File: src/rtl/song_sequencer.sv
// Walks the selected song's note list in the song ROM and hands notes to the
// note player one at a time, reporting end-of-song with a one-cycle pulse.
module song_sequencer #(
    parameter int NOTE_W = 6,
    parameter int DUR_W  = 6,
    parameter int IDX_W  = 5
) (
    input  logic                    clk,
    input  logic                    reset_n,
    input  logic                    play,
    input  logic [1:0]              song,
    input  logic [NOTE_W+DUR_W-1:0] rom_data,
    input  logic                    note_done,
    output logic [IDX_W+1:0]        rom_addr,
    output logic                    new_note,
    output logic [NOTE_W-1:0]       note,
    output logic [DUR_W-1:0]        duration,
    output logic                    song_done,
    output logic                    busy
);

    typedef enum logic [2:0] {
        S_IDLE,
        S_FETCH,
        S_WAIT,
        S_PLAYING,
        S_DONE
    } state_t;

    localparam logic [IDX_W-1:0] LAST_IDX = '1;

    state_t            state;
    logic [1:0]        song_q;
    logic [IDX_W-1:0]  idx;
    logic [NOTE_W-1:0] rom_note;
    logic [DUR_W-1:0]  rom_dur;

    assign rom_note = rom_data[NOTE_W+DUR_W-1:DUR_W];
    assign rom_dur  = rom_data[DUR_W-1:0];
    assign rom_addr = {song_q, idx};
    assign busy     = (state != S_IDLE);

    always_ff @(posedge clk or negedge reset_n) begin
        if (!reset_n) begin
            state     <= S_IDLE;
            song_q    <= '0;
            idx       <= '0;
            note      <= '0;
            duration  <= '0;
            new_note  <= 1'b0;
            song_done <= 1'b0;
        end else begin
            new_note  <= 1'b0;
            song_done <= 1'b0;
            // A new song selection abandons whatever is in flight, silently.
            if (state != S_IDLE && song != song_q) begin
                state <= S_IDLE;
                idx   <= '0;
            end else begin
                case (state)
                    S_IDLE: begin
                        song_q <= song;
                        if (play) state <= S_FETCH;
                    end
                    S_FETCH: state <= S_WAIT;
                    S_WAIT: begin
                        // Address is held while paused, so the ROM word stays valid.
                        if (play) begin
                            if (rom_dur == '0) begin
                                state     <= S_DONE;
                                song_done <= 1'b1;
                            end else begin
                                note     <= rom_note;
                                duration <= rom_dur;
                                new_note <= 1'b1;
                                state    <= S_PLAYING;
                            end
                        end
                    end
                    S_PLAYING: begin
                        if (note_done) begin
                            if (idx == LAST_IDX) begin
                                state     <= S_DONE;
                                song_done <= 1'b1;
                            end else begin
                                idx   <= idx + 1'b1;
                                state <= S_FETCH;
                            end
                        end
                    end
                    S_DONE: begin
                        idx   <= '0;
                        state <= S_IDLE;
                    end
                    default: state <= S_IDLE;
                endcase
            end
        end
    end

endmodule

File: config.mk
export PLATFORM = sky130hd
export DESIGN_NAME = song_sequencer
export DESIGN_NICKNAME = d
export VERILOG_FILES = /design/src/rtl/song_sequencer.sv
export SDC_FILE = /design/constraint.sdc
export NUM_CORES = 1
export LEC_CHECK = 0
export CORE_ASPECT_RATIO = 1.2
export CORE_MARGIN = 2
export CORE_UTILIZATION = 45
export DETAILED_ROUTE_END_ITERATION = 10
export PLACE_DENSITY_LB_ADDON = 0.1
export SETUP_SLACK_MARGIN = 0.1
export SYNTH_ARGS = -nofsm -noshare
export SYNTH_HDL_FRONTEND = slang
export SYNTH_SLANG_ARGS = --single-unit
File: constraint.sdc
create_clock -name clk -period 2.43 [get_ports clk]
set_input_delay 0.729 -clock clk [delete_from_list [all_inputs] [get_ports clk]]
set_output_delay 0.729 -clock clk [all_outputs]
set_load 0.02 [all_outputs]
# After elaboration in Yosys (flattened, before gate mapping)
# Index checks and enable logic that the tools add are counted.
dict set report totals {
  regBits 24
  latchBits 0
  ram_bits 0
  romBits 0
  in_bits 18
  output_inout_bits 22
  word_cells 50
  memories 0
}
dict set report classes {
  addsub 1
  n_mul 0
  n_div 0
  n_lt_le_gt_ge 0
  eq_ne 10
  n_shift 0
  n_mux 21
  n_bitwise 2
  reduce_logical 9
}
# cell n
set op_table {}
lappend op_table {{3-bit two-way mux} 6}
lappend op_table {{5-bit two-way mux} 3}
lappend op_table {{3-bit != test (second input constant)} 4}
lappend op_table {{3-bit case mux with 4 select lines} 1}
lappend op_table {{5-bit case mux with 2 select lines} 1}
lappend op_table {{1-bit two-way mux} 9}
lappend op_table {{3-bit by 2-bit equality test with 1-bit output (second input constant)} 2}
lappend op_table {{6-bit zero test} 1}
lappend op_table {{3-bit AND reduction} 2}
lappend op_table {{3-bit nonzero test} 2}
lappend op_table {{5-bit by 1-bit adder with 5-bit output (second input constant)} 1}
lappend op_table {{5-bit equality test (second input constant)} 1}
lappend op_table {{4-bit AND reduction} 1}
lappend op_table {{3-bit by 1-bit equality test with 1-bit output (second input constant)} 1}
lappend op_table {{3-bit equality test (second input constant)} 1}
lappend op_table {{3-bit zero test} 1}
lappend op_table {{2-bit != test} 1}
lappend op_table {{1-bit inverter} 2}
lappend op_table {{1-bit case mux with 2 select lines} 1}
lappend op_table {{2-bit AND reduction} 1}
lappend op_table {{1-bit logical AND} 1}

# Longest topological paths before layout
dict set report logic_depth {
  ltp_word 5
  mapped_depth 7
  ltp_nobuf 7
}

# Worst setup path before layout
# OpenSTA, ideal clock, no wires.
dict set report synth_timing {
  kind {register to register}
  startpoint {register idx[0]}
  endpoint {register idx[2]}
  setup_ns 0.125
  t_arrival_ns 1.939
  required_ns 2.305
  path_slack_ns 0.366
  path_stages_with_launch 8
  n_path_buf 0
  period_less_slack_ns 2.064
  cell_sequence {dfrtp_1 -> ha_1 -> and3_1 -> ha_1 -> nor4bb_2 -> o31ai_1 -> a32oi_1 -> o22ai_1}
}
dict set report synth_via {
  elab_chain_cells 5
  word_cells_on_any_way 8
  cone_classes {add/sub: 1; eq/ne: 2; mux: 4; reduce/logical: 1}
}
# item line_no
set synth_rtl {}
lappend synth_rtl {{start, declared} 34} ;# logic [IDX_W-1:0] idx;
lappend synth_rtl {{start signal, assigned} 86} ;# idx <= idx + 1'b1;
lappend synth_rtl {{5-bit by 1-bit adder with 5-bit output} 86}
lappend synth_rtl {{5-bit two-way mux} 82} ;# if (idx == LAST_IDX) begin
lappend synth_rtl {{5-bit two-way mux} 81} ;# if (note_done) begin
lappend synth_rtl {{5-bit case mux with 2 select lines} 60} ;# case (state)
lappend synth_rtl {{5-bit two-way mux} 56} ;# if (state != S_IDLE && song != song_q) begin
# Parallel ways exist; a longest one is shown, timed or not. The select of a mux whose other input is x is not followed.
# A chain may end at the register's enable or synchronous reset.

# Worst setup path after layout
dict set report layout_timing {
  startpoint {register state[1]}
  endpoint {output port busy}
}
dict set report layout_via {
  elab_chain_cells 1
}
# item line_no
set layout_rtl {}
lappend layout_rtl {{start, declared} 32} ;# state_t state;
lappend layout_rtl {{start signal, assigned} 45} ;# state <= S_IDLE;
lappend layout_rtl {{start signal, assigned} 57} ;# state <= S_IDLE;
lappend layout_rtl {{start signal, assigned} 63} ;# if (play) state <= S_FETCH;
lappend layout_rtl {{3-bit nonzero test} 41} ;# assign busy = (state != S_IDLE);
lappend layout_rtl {{end, declared} 19} ;# output logic busy
# Every way passes these cells.

==> summary.md <==
| Metric | Value |
|---|---|
| Outcome | complete, no violations |
| Seq/Total Area, Yosys | 49.9% |
| Antenna Nets Post-Route | 0 |
| Area contributors post-synth | dfrtp_1 50%, mux2_4 11%, nand3_1 2.9%, nand2_1 2.8%, mux2_1 2.8% |
| Hpwl dp | 1790 um |
| Synth Warn # | 0 |
| Final non-filler cell total | 183 |
| Final instance area | 1720 um^2 |
| Starting DRT DRC Count | 10 |
| Clock skew | 0.00720 ns |
| Wirelength per Cell | 12.7 um |
| Cell variety after synth | 31 |
| MaxCap Viol Count | 0 |
| GPL Wtd Cong | 0.760 |
| Hold Crit Start | duration[0] |
| Vias in the first global route | 913 |
| Cell count after placement | 179 |
| Routed wire length | 2330 um |
| Startpoint Class | register |
| Number of H-tree levels | 1 |
| Req. time, crit path | 1.70 ns |
| Total power | 1.66 mW |
| RSZ-0062 raised after global routing | no |
| CP Max Fanout | 4 |
| Slew headroom | 76.1% |
| First-pass DRT Iterations | 4 |
| Top-Level Pins | 40 |
| Worst Path Class, Setup | reg2out |
| Layout cells sized above 1 | 21.3% |
| Cell taking the most area after synthesis | dfrtp_1 |
| Critical Path Start | state[1] |
| Postcts setup bufs | 0 |
| Largest net degree at the start of global routing | 25 |
| Worst Setup End Kind | output pin |
| Skew-Pair Late Insertion Delay | 0.31 ns |
| Final Core Density | 68.2% |
| Vias | 934 |
| N_diodes | 0 |
| EDFF count, synth | 0 |
| Initial Util | 47.6% |
| Cell count after synthesis | 100 |
| Arrival @ worst endpoint | 1.38 ns |
| Overflow after GRT | 0 |
| LEAKAGE | 0.826 nW |
| Layout area overhead | 43.3% |
| Max VDD drop | 0.585 mV |
| Residual DRC | 0 |
| Async SR Flop Fraction | 100% |
| GRT Resource Usage Total | 16.8% |
| Sum Neg Setup Slack | 0 ns |
| Clk sinks | 24 |
| Period minus WS final | 2.11 ns |
| Ys flop type | dfrtp_1 |
| Commonest non-fill, non-tap cells in the layout | 38 x clkdlybuf4s50_1, 24 x dfrtp_1, 10 x buf_4 |
| Power per Cell Area | 963 nW/um^2 |
| Die Y | 60.6 um |
| Root buf cell | clkbuf_4 |
| Top cell type's share of synthesized area | 49.9% |
| DIE AREA | 3100 um^2 |
| Synth Register Bits | 24 |
| Core area | 2530 um^2 |
| Worst r2r src | idx[0] |
| CTS tree | built |
| Clock-pin slew on the worst setup and hold paths | 0.12 ns |
| Mapped Area | 1200 um^2 |
| Synth Net Count | 120 |
| Syn avg cell area | 12.0 um^2 |
| Final period util | 86.9% |
| Commonest non-fill, non-tap cell in the layout | clkdlybuf4s50_1 |
| First-pass GRT wire length | 3990 um |
| Setup violators final | 0 |
| Tightest Pin Transition | 0.356 ns |
| Buffers on Ports | 39 |
| Die width | 51.2 um |
| Max-slew violations | 0 |
| Hold Crit Class | reg2reg |
| Post-layout nets | 171 |
| Final hold violations | 0 |
| Row cnt | 20 |
| Post-DR vias/cell | 5.10 |
| CTS Buffer Depth | 2 |
| Num CTS Buffers | 3 |
| Placed instance area | 1680 um^2 |
| Fmax | 474 MHz |
| Initial antenna violation count | 0 |
-- critical path: stages, from the launching register on --
cell and delay, ns:
dfrtp_1 0.41, nor3_2 0.23, inv_1 0.12, dlygate4sd2_1 0.33
-- per-layer routing --
layer	GRT usage, %	part of all wire [%]	up-vias
li1	-	-	457
met1	22.0	45	450
met3	1.97	4.3	2
met4	6.18	0.73	0
met2	28.8	50	25
met5	0	0	-
-- cell type report --
type                            count  area, um^2
Tap cell                           33        41.3
Timing Repair Buffer               49         464
Multi-Input combinational cell     65         551
Sequential cell                    24         601
Inverter                            8        30.0
Clock buffer                        4        36.3
Fill cell                         203         805
-- cell usage after synthesis (2+ instances only) --
cell type	count
dfrtp_1	24
mux2_4	9
nand2_1	9
inv_1	7
nand3_1	7
nand4_1	5
o21ai_1	5
mux2_1	3
nor2_1	3
a21oi_1	2
and4b_1	2
buf_6	2
ha_1	2
o31ai_1	2
xor2_2	2
-- worst paths after layout --
path	endpoint	slack [ns]	cells past startpoint
hold reg to reg	duration[0]	0.52	1
setup / recovery	busy	0.32	3
setup reg to reg	idx[2]	0.43	7
max in group asynchronous	note[4]	1.43	2
hold / removal	duration[0]	0.52	1
min in group asynchronous	new_note	0.76	2
-- state kept, by name, indices dropped and copies added, names as in the netlist --
signal     flops
song_q         2
state          3
idx            5
new_note       1
note           6
duration       6
song_done      1
-- what timing repair did --
action | in CTS | in global routing
hold buffers | 0 | 0
gates resized for setup | 1 | 1
pin swaps | 0 | 0
endpoints found under the setup margin | 1 | 1
-- cell families (layout without fill, tap and decap cells) --
kind of cell | after synthesis | count (layout) | share of synthesized area, %
multiplexers | 13 | 13 | 14.9
adder cells (fa/ha/maj) | 2 | 2 | 2.08
AND/OR/NAND/NOR | 34 | 34 | 18.2
buffers and inverters | 11 | 61 | 4.68
XOR/XNOR | 2 | 2 | 2.71
flip-flops | 24 | 24 | 49.9
AO/OA/AOI/OAI | 14 | 14 | 7.49
-- stage by stage --
step	hold WS (ns)	setup WS [ns]
final	0.519	0.318
after global routing	0.535	0.198
after CTS	0.528	0.212
after detailed placement	0.492	-0.0279
after global placement	0.480	0.00718
after floorplan	0.433	0.366
-- report_power, final --
| group | switching [mW] | total [mW] | internal, mW | leakage [nW] |
|---|---|---|---|---|
| Sequential | 0.0765 | 0.598 | 0.522 | 0.322 |
| Combinational | 0.406 | 0.857 | 0.451 | 0.483 |
| Clock | 0.112 | 0.204 | 0.0913 | 0.0210 |
(Power assumes the default switching activity.)
